$ cat config.mk
export PLATFORM = sky130hd
export DESIGN_NAME = syscall_uart_bridge
export DESIGN_NICKNAME = d
export VERILOG_FILES = /design/src/rtl/syscall_uart_bridge.sv
export SDC_FILE = /design/constraint.sdc
export NUM_CORES = 1
export LEC_CHECK = 0
export CAP_MARGIN = 20
export CORE_UTILIZATION = 35
export DETAILED_ROUTE_END_ITERATION = 10
export RECOVER_POWER = 25
export SYNTH_ARGS = -nofsm -noshare
export SYNTH_HDL_FRONTEND = slang
export SYNTH_SLANG_ARGS = --single-unit
$ cat constraint.sdc
create_clock -name clock -period 3.4 [get_ports clock]
set_input_delay 0.68 -clock clock [delete_from_list [all_inputs] [get_ports clock]]
set_output_delay 0.68 -clock clock [all_outputs]
set_load 0.05 [all_outputs]
$ cat src/rtl/syscall_uart_bridge.sv
// syscall_uart_bridge: turns syscall requests (print char, print float, exit)
// into 8N1 UART byte sequences on io_txd. Exit latches its argument and,
// once fully transmitted, raises a sticky io_exit that blocks further requests.
//
// Request handshake: a request transfers on a rising clock edge where
// io_req_valid and io_req_ready are both 1; io_req_code/io_req_arg are
// captured at that edge. While io_req_ready is 0 the request inputs are
// ignored, so the requester may drop valid or change the payload freely.
module syscall_uart_bridge #(
  parameter int CLOCK_FREQ = 100_000_000,
  parameter int BAUD_RATE  = 115200
) (
  input  logic        clock,
  input  logic        reset,
  input  logic        io_req_valid,
  output logic        io_req_ready,
  input  logic [7:0]  io_req_code,
  input  logic [31:0] io_req_arg,
  output logic        io_txd,
  output logic        io_busy,
  output logic        io_exit,
  output logic [31:0] io_exit_code,
  output logic [1:0]  io_dbg_state
);

  localparam int DIV = CLOCK_FREQ / BAUD_RATE;
  localparam int CW  = (DIV > 1) ? $clog2(DIV) : 1;
  localparam logic [CW-1:0] BAUD_LAST = CW'(DIV - 1);

  localparam logic [7:0] CODE_EXIT  = 8'h01;
  localparam logic [7:0] CODE_CHAR  = 8'h03;
  localparam logic [7:0] CODE_FLOAT = 8'h04;

  typedef enum logic [1:0] {
    IDLE  = 2'd0,
    START = 2'd1,
    DATA  = 2'd2,
    STOP  = 2'd3
  } state_t;

  state_t        state_q;
  logic [CW-1:0] baud_cnt_q;
  logic [2:0]    bit_cnt_q;
  logic [2:0]    byte_cnt_q;
  logic [2:0]    byte_last_q;   // index of the final byte (N-1)
  logic [39:0]   payload_q;     // bytes still to send, current byte in [7:0]
  logic          is_exit_q;
  logic          txd_q;
  logic          exit_q;
  logic [31:0]   exit_code_q;

  logic          accept;
  logic [2:0]    nxt_bit_idx;
  logic [7:0]    cur_byte;

  assign io_req_ready = (state_q == IDLE) && !exit_q;
  assign accept       = io_req_valid && io_req_ready;
  assign cur_byte     = payload_q[7:0];
  assign nxt_bit_idx  = bit_cnt_q + 3'd1;

  assign io_txd       = txd_q;
  assign io_busy      = (state_q != IDLE);
  assign io_exit      = exit_q;
  assign io_exit_code = exit_code_q;
  assign io_dbg_state = state_q;

  // Frame sequencer: accepts requests, paces bits with the baud counter and
  // walks through the bytes of the request with txd registered.
  always_ff @(posedge clock) begin
    if (reset) begin
      state_q     <= IDLE;
      baud_cnt_q  <= '0;
      bit_cnt_q   <= '0;
      byte_cnt_q  <= '0;
      byte_last_q <= '0;
      payload_q   <= '0;
      is_exit_q   <= 1'b0;
      txd_q       <= 1'b1;
      exit_q      <= 1'b0;
      exit_code_q <= '0;
    end else begin
      case (state_q)
        IDLE: begin
          txd_q      <= 1'b1;
          baud_cnt_q <= '0;
          bit_cnt_q  <= '0;
          byte_cnt_q <= '0;
          if (accept) begin
            // Unknown codes fall through: accepted and dropped in IDLE.
            case (io_req_code)
              CODE_CHAR: begin
                payload_q   <= {32'h0, io_req_arg[7:0]};
                byte_last_q <= 3'd0;
                is_exit_q   <= 1'b0;
                txd_q       <= 1'b0;
                state_q     <= START;
              end
              CODE_FLOAT: begin
                payload_q   <= {io_req_arg, 8'hF4};
                byte_last_q <= 3'd4;
                is_exit_q   <= 1'b0;
                txd_q       <= 1'b0;
                state_q     <= START;
              end
              CODE_EXIT: begin
                payload_q   <= {io_req_arg, 8'hE1};
                byte_last_q <= 3'd4;
                is_exit_q   <= 1'b1;
                exit_code_q <= io_req_arg;
                txd_q       <= 1'b0;
                state_q     <= START;
              end
              default: ;
            endcase
          end
        end
        START: begin
          if (baud_cnt_q == BAUD_LAST) begin
            baud_cnt_q <= '0;
            bit_cnt_q  <= '0;
            txd_q      <= cur_byte[0];
            state_q    <= DATA;
          end else begin
            baud_cnt_q <= baud_cnt_q + 1'b1;
          end
        end
        DATA: begin
          if (baud_cnt_q == BAUD_LAST) begin
            baud_cnt_q <= '0;
            if (bit_cnt_q == 3'd7) begin
              bit_cnt_q <= '0;
              txd_q     <= 1'b1;
              state_q   <= STOP;
            end else begin
              bit_cnt_q <= nxt_bit_idx;
              txd_q     <= cur_byte[nxt_bit_idx];
            end
          end else begin
            baud_cnt_q <= baud_cnt_q + 1'b1;
          end
        end
        STOP: begin
          if (baud_cnt_q == BAUD_LAST) begin
            baud_cnt_q <= '0;
            if (byte_cnt_q == byte_last_q) begin
              byte_cnt_q <= '0;
              txd_q      <= 1'b1;
              state_q    <= IDLE;
              if (is_exit_q) exit_q <= 1'b1;
            end else begin
              // Next start bit follows the stop bit with no idle gap.
              byte_cnt_q <= byte_cnt_q + 3'd1;
              payload_q  <= {8'h00, payload_q[39:8]};
              txd_q      <= 1'b0;
              state_q    <= START;
            end
          end else begin
            baud_cnt_q <= baud_cnt_q + 1'b1;
          end
        end
        default: state_q <= IDLE;
      endcase
    end
  end

endmodule

[Word-level counts from Yosys, hierarchy flattened]
Cells that the tools add are included.
Cells by class
  add/subtract/negate cells: 3
  multipliers: 0
  divide/modulo/power cells: 0
  $lt $le $gt $ge: 1
  equality and inequality tests: 17
  shifts and indexed selects: 0
  muxes and demuxes: 34
  bitwise operators: 0
  reduce and logical (&&, ||, !) cells: 22
Operators by type and width (count)
  2-to-1 mux 40 bit: 3
  case mux 40 bit (3 select lines): 1
  case mux 40 bit (2 select lines): 1
  case mux 10 bit (2 select lines): 1
  2-to-1 mux 3 bit: 5
  AND reduction 3 bit: 5
  inequality test 2 bit, second input constant: 7
  2-to-1 mux 2 bit: 6
  case mux 3 bit (2 select lines): 2
  adder 10 x 1 -> 10 bit, second input constant: 1
  equality test 10 bit, second input constant: 1
  2-to-1 mux 10 bit: 1
  2-to-1 mux 1 bit: 9
  case mux 3 bit (3 select lines): 1
  equality test 8 x 1 -> 1 bit, second input constant: 1
  equality test 8 x 2 -> 1 bit, second input constant: 1
  equality test 8 x 3 -> 1 bit, second input constant: 1
  case mux 2 bit (4 select lines): 1
  nonzero test 2 bit: 4
  adder 3 x 1 -> 3 bit, second input constant: 2
  AND reduction 6 bit: 1
  OR reduction 3 bit: 2
  AND reduction 5 bit: 1
  equality test 2 bit, second input constant: 2
  other kinds (15): 17
Word-level totals
  flip-flop bits (word level): 96
  latch bits: 0
  memory bits (writable): 0
  ROM bits: 0
  bits of input ports: 43
  logic and storage cells: 87
  memories kept: 0

[Depth between registers and ports, before layout]
  word-level depth: 6
  gate-level depth with buffers: 10

[Least setup slack after synthesis]
OpenSTA, ideal clock, no wires.
  path type: register to output
  start: register state_q[0], in the netlist io_dbg_state[0]
  end: output port io_req_ready
  arrival: 1.930 ns
  setup slack: 0.790 ns
  stages on the path, launching flop included: 6
  buffers on the path: 1
  cells stage by stage: dfxtp_1 inv_1 ha_1 buf_2 inv_1 nor2_1
On the way
  longest elaborated chain between the ends: 2
Ends and longest elaborated chain
  start, declared: line 41  | state_t state_q;
  start signal, assigned: line 71  | state_q <= IDLE;
  start signal, assigned: line 96  | state_q <= START;
  start signal, assigned: line 103  | state_q <= START;
  logical NOT 2 bit: line 56  | assign io_req_ready = (state_q == IDLE) && !exit_q;
  logical AND 1 bit: line 56
  end, declared: line 16  | output logic io_req_ready,
Every way passes these cells.

[Worst setup path in the final report]
  start: register baud_cnt_q[0]
  end: register payload_q[26]
On the way
  longest elaborated chain between the ends: 3
Ends and longest elaborated chain
  start, declared: line 42  | logic [CW-1:0] baud_cnt_q;
  start signal, assigned: line 124  | baud_cnt_q <= baud_cnt_q + 1'b1;
  start signal, assigned: line 139  | baud_cnt_q <= baud_cnt_q + 1'b1;
  start signal, assigned: line 158  | baud_cnt_q <= baud_cnt_q + 1'b1;
  equality test 10 bit: line 143  | if (baud_cnt_q == BAUD_LAST) begin
  inequality test 2 bit (no line)
  AND reduction 5 bit (no line)
  end signal, assigned: line 99  | payload_q <= {io_req_arg, 8'hF4};
  end signal, assigned: line 106  | payload_q <= {io_req_arg, 8'hE1};
  end signal, assigned: line 153  | payload_q <= {8'h00, payload_q[39:8]};
  end, declared: line 46  | logic [39:0] payload_q;
Every way passes these cells.
A chain may end at the register's enable or synchronous reset.

==> run summary <==
The maximum level of the CTS H-tree was 3; the via density per instance was 5.20. In this run, placement finished with an instance count of 727. For this run, the number of standard cells in the final layout without fillers is 743.

Before antenna repair, the detailed router went through 4 iterations. Entering global routing, the biggest net connects 94 pins. The total global routing track utilization was 0.176. Each instance of the synthesized netlist takes up on average 8.83 um2. The detailed router placed 3860 vias in this run.

Traced cell by cell, the critical path runs through ha_1, and4bb_1, nand4_1, o21ai_2, nand2_2, mux2_1. The synthesized netlist contains 51 unique library cells. Path type of the worst setup path: flip-flop to flip-flop. The run gives 0.420 as the sequential element share of the synthesized area. The max-capacitance violation count was 0; the share of cells above drive strength 1 was 0.0887.

The run finished with clean final reports. The repair_antennas step left the layout with diodes totalling 0. At the pin with the least slew margin, the transition time is 1.26 ns. Effective utilization at floorplan: 0.366. Setup repair after global routing left no endpoint under its margin.

The most common cell in the synthesized netlist is sky130_fd_sc_hd__dfxtp_1. The post-synthesis async set-or-reset flop share is 0, and the minimum setup slack in the final design is 0.421 ns. The initial DRC count was 233; the initial antenna violation count was 0. Counting every net in the synthesized netlist gives 560. Dividing total power by cell area gives a power density of 497 mW/mm2.

In the routed design, unresolved DRC markers number 0. The count of pins on the block boundary came out at 81. The worst setup path is captured at a flip-flop. The flip-flop cell with the highest count after synthesis was sky130_fd_sc_hd__dfxtp_1.

Derived from the worst setup path, the maximum achievable clock frequency is 0.336 GHz. From left edge to right edge, the die measures 115 um. For the global-route wire length before repair, the log shows 18.3 mm. The area growth from synthesis to layout is 27.3%.

The final period utilization was 0.876. The worst setup path is launched from a flip-flop. The number of hold buffers added after cts was 0.

After synthesis the netlist holds a flip-flop and latch count of 94. The tightest min-delay check is of the flip-flop to flip-flop type. Summed over all instances, the cell type with the most area after synthesis is sky130_fd_sc_hd__dfxtp_1.

The logs give 7.72 mm for the placed wire-length estimate after detailed placement and 2 for the number of buffers between clock root and the deepest sink. The floorplan step defined a core boundary enclosing 0.0123 mm2. Dividing the detail-routed wire length by the instance count gives 14.9 um. Counting the buffers created by CTS gives 9. Clock skew on the completed layout was measured at 0.00714 ns.

The clock reaches the later pin of the worst-skew pair after 0.35 ns. The tools report the count of standard-cell rows as 40. The y dimension of the die is 115 um, and the relative slew slack is 0.162. In this run the clock root is driven by a sky130_fd_sc_hd__clkbuf_16. The die covers 0.0133 mm2. After detailed routing, the wire length on met1 is 5.32 mm. Wire segments on met2 add up to 5.25 mm in the final route. For the worst setup path, the data required time is 3.64 ns. Synthesis handed over a netlist of 508 instances. The worst-case setup slack after placement is 0.426 ns, and the synthesis warning total is 0. Port buffering added 80 buffers. After synthesis, the cell types taking the most area are sky130_fd_sc_hd__dfxtp_1, sky130_fd_sc_hd__mux2i_1, sky130_fd_sc_hd__nor2_1. The hold violation count in the final report is 0.

After clock tree synthesis, the setup repair step added 0 buffers. Setup violations remaining at the end of the flow were counted as 0. After synthesis the cells add up to 0.00448 mm2. The run gives 0.788 as the final weighted congestion in routability-driven placement. Setup TNS after final layout: 0 ns. The static leakage power is 2.33 nW. The tools report the tightest hold margin as 0.457 ns. The fraction of synthesized cell area taken by the top area cell type was 0.420; the count of nets left with antenna violations after detail routing was 0. The longest individual stage delay on the worst path came out at 0.77 ns.

The slowest stage of the critical path is the sky130_fd_sc_hd__o21ai_2 cell. For this run the aggregate overflow at the end of global routing stands at 0. The data arrival time of the critical path is 3.22 ns. By count the netlist is led by sky130_fd_sc_hd__dfxtp_1, sky130_fd_sc_hd__nor2_1, sky130_fd_sc_hd__a21oi_1. Signal routing reaches up to met4. The tree built by TritonCTS fans out to 94 sinks.

After filler insertion, the fill cell instance count of the layout stands at 1201. After detailed routing, the total wire length is 11.1 mm. Gates resized during post-CTS repair numbered 0.

The final layout net count was 622; the peak ir drop on the vdd network was 0.000210 V. In this run, synthesis inferred 0 flip-flops with an integrated enable. The clock period could shrink to 2.98 ns. Clock-pin slew was measured on the worst setup and hold paths at 0.07 ns. The met3 routed wirelength is 360 um, and the final-report max-slew violation count is 0. TritonCTS built the clock tree.

Number of global-route vias before repair: 3751. Along the worst path, the maximum fanout reaches 20.
## sequential cells by signal, indices dropped and copies added (netlist names)
name and count:
payload_q 40, io_exit_code 32, baud_cnt_q 10, bit_cnt_q 3, byte_cnt_q 3, io_dbg_state 2
byte_last_q 1, io_exit 1, io_txd 1, is_exit_q 1
## layout by cell type, fill, tap and decap left out, drive strengths merged, types with 3 or more instances in the layout
| cell | count |
|---|---|
| dfxtp | 94 |
| clkdlybuf4s50 | 66 |
| nor2 | 62 |
| a21oi | 39 |
| mux2i | 36 |
| nand2 | 34 |
| o21ai | 28 |
| nand3 | 23 |
| nor2b | 21 |
| mux2 | 18 |
| nand4 | 13 |
| dlygate4sd3 | 13 |
| clkbuf | 12 |
| and3 | 9 |
| ha | 9 |
| and2 | 9 |
| inv | 8 |
| buf | 8 |
| xor2 | 7 |
| o2111ai | 7 |
| nor3 | 6 |
| a31oi | 4 |
| or4 | 4 |
| a211oi | 4 |
| clkinv | 4 |
| xnor2 | 3 |
| nand4b | 3 |
| o21a | 3 |
| nor3b | 3 |
## metal layers
metal  track usage  up-vias
li1              -     1922
met1         0.234     1845
met2         0.280       80
met3        0.0316       13
met4        0.0788        0
met5             0        -
## final cells by class
type / instances / area (um2) / share of cell area
multi-input cells: 368 / 2410 / 0.422
clock buffers: 10 / 239 / 0.0418
inverters: 8 / 30.0 / 0.00526
flip-flops and latches: 94 / 1880 / 0.330
repair buffers: 89 / 868 / 0.152
clock inverters: 6 / 68.8 / 0.0121
well taps: 168 / 210 / 0.0368
## where the power goes
part | internal, mW | total [mW] | switching [mW]
Clock | 0.594 | 1.04 | 0.446
Sequential | 1.14 | 1.17 | 0.0268
Combinational | 0.227 | 0.631 | 0.404
## cell families after synthesis
logic type / count (synthesis) / synth area share
XOR/XNOR: 10 / 0.0195
AO/OA/AOI/OAI: 97 / 0.133
adder cells (fa/ha/maj): 9 / 0.0251
buffers and inverters: 46 / 0.0424
AND/OR/NAND/NOR: 196 / 0.224
multiplexers: 56 / 0.136
flip-flops: 94 / 0.420
## worst paths after layout
| check | end | cells past startpoint | slack (ns) | from |
|---|---|---|---|---|
| setup / recovery | payload_q[26] | 6 | 0.42 | baud_cnt_q[0] |
| hold / removal | is_exit_q | 2 | 0.46 | is_exit_q |
| setup reg to reg | payload_q[26] | 6 | 0.42 | baud_cnt_q[0] |
| hold reg to reg | is_exit_q | 2 | 0.46 | is_exit_q |
## critical path: cells and delay by family (launching register included)
family                   cells  cell delay, ns
AO/OA/AOI/OAI                1            0.77
adder cells (fa/ha/maj)      1            0.26
flip-flops                   1            0.37
multiplexers                 1            0.44
AND/OR/NAND/NOR              3            1.01
## per-stage QoR
stage          total power, mW  utilization  cell area (um2)
6_report                  2.84        0.466             5710
5_1_grt                   2.97        0.466             5710
4_1_cts                   2.87        0.466             5720
3_5_place_dp              1.82        0.441             5410
3_3_place_gp              1.81        0.441             5410
2_1_floorplan             1.61            -             4480
Power figures use the tool's default switching activity.
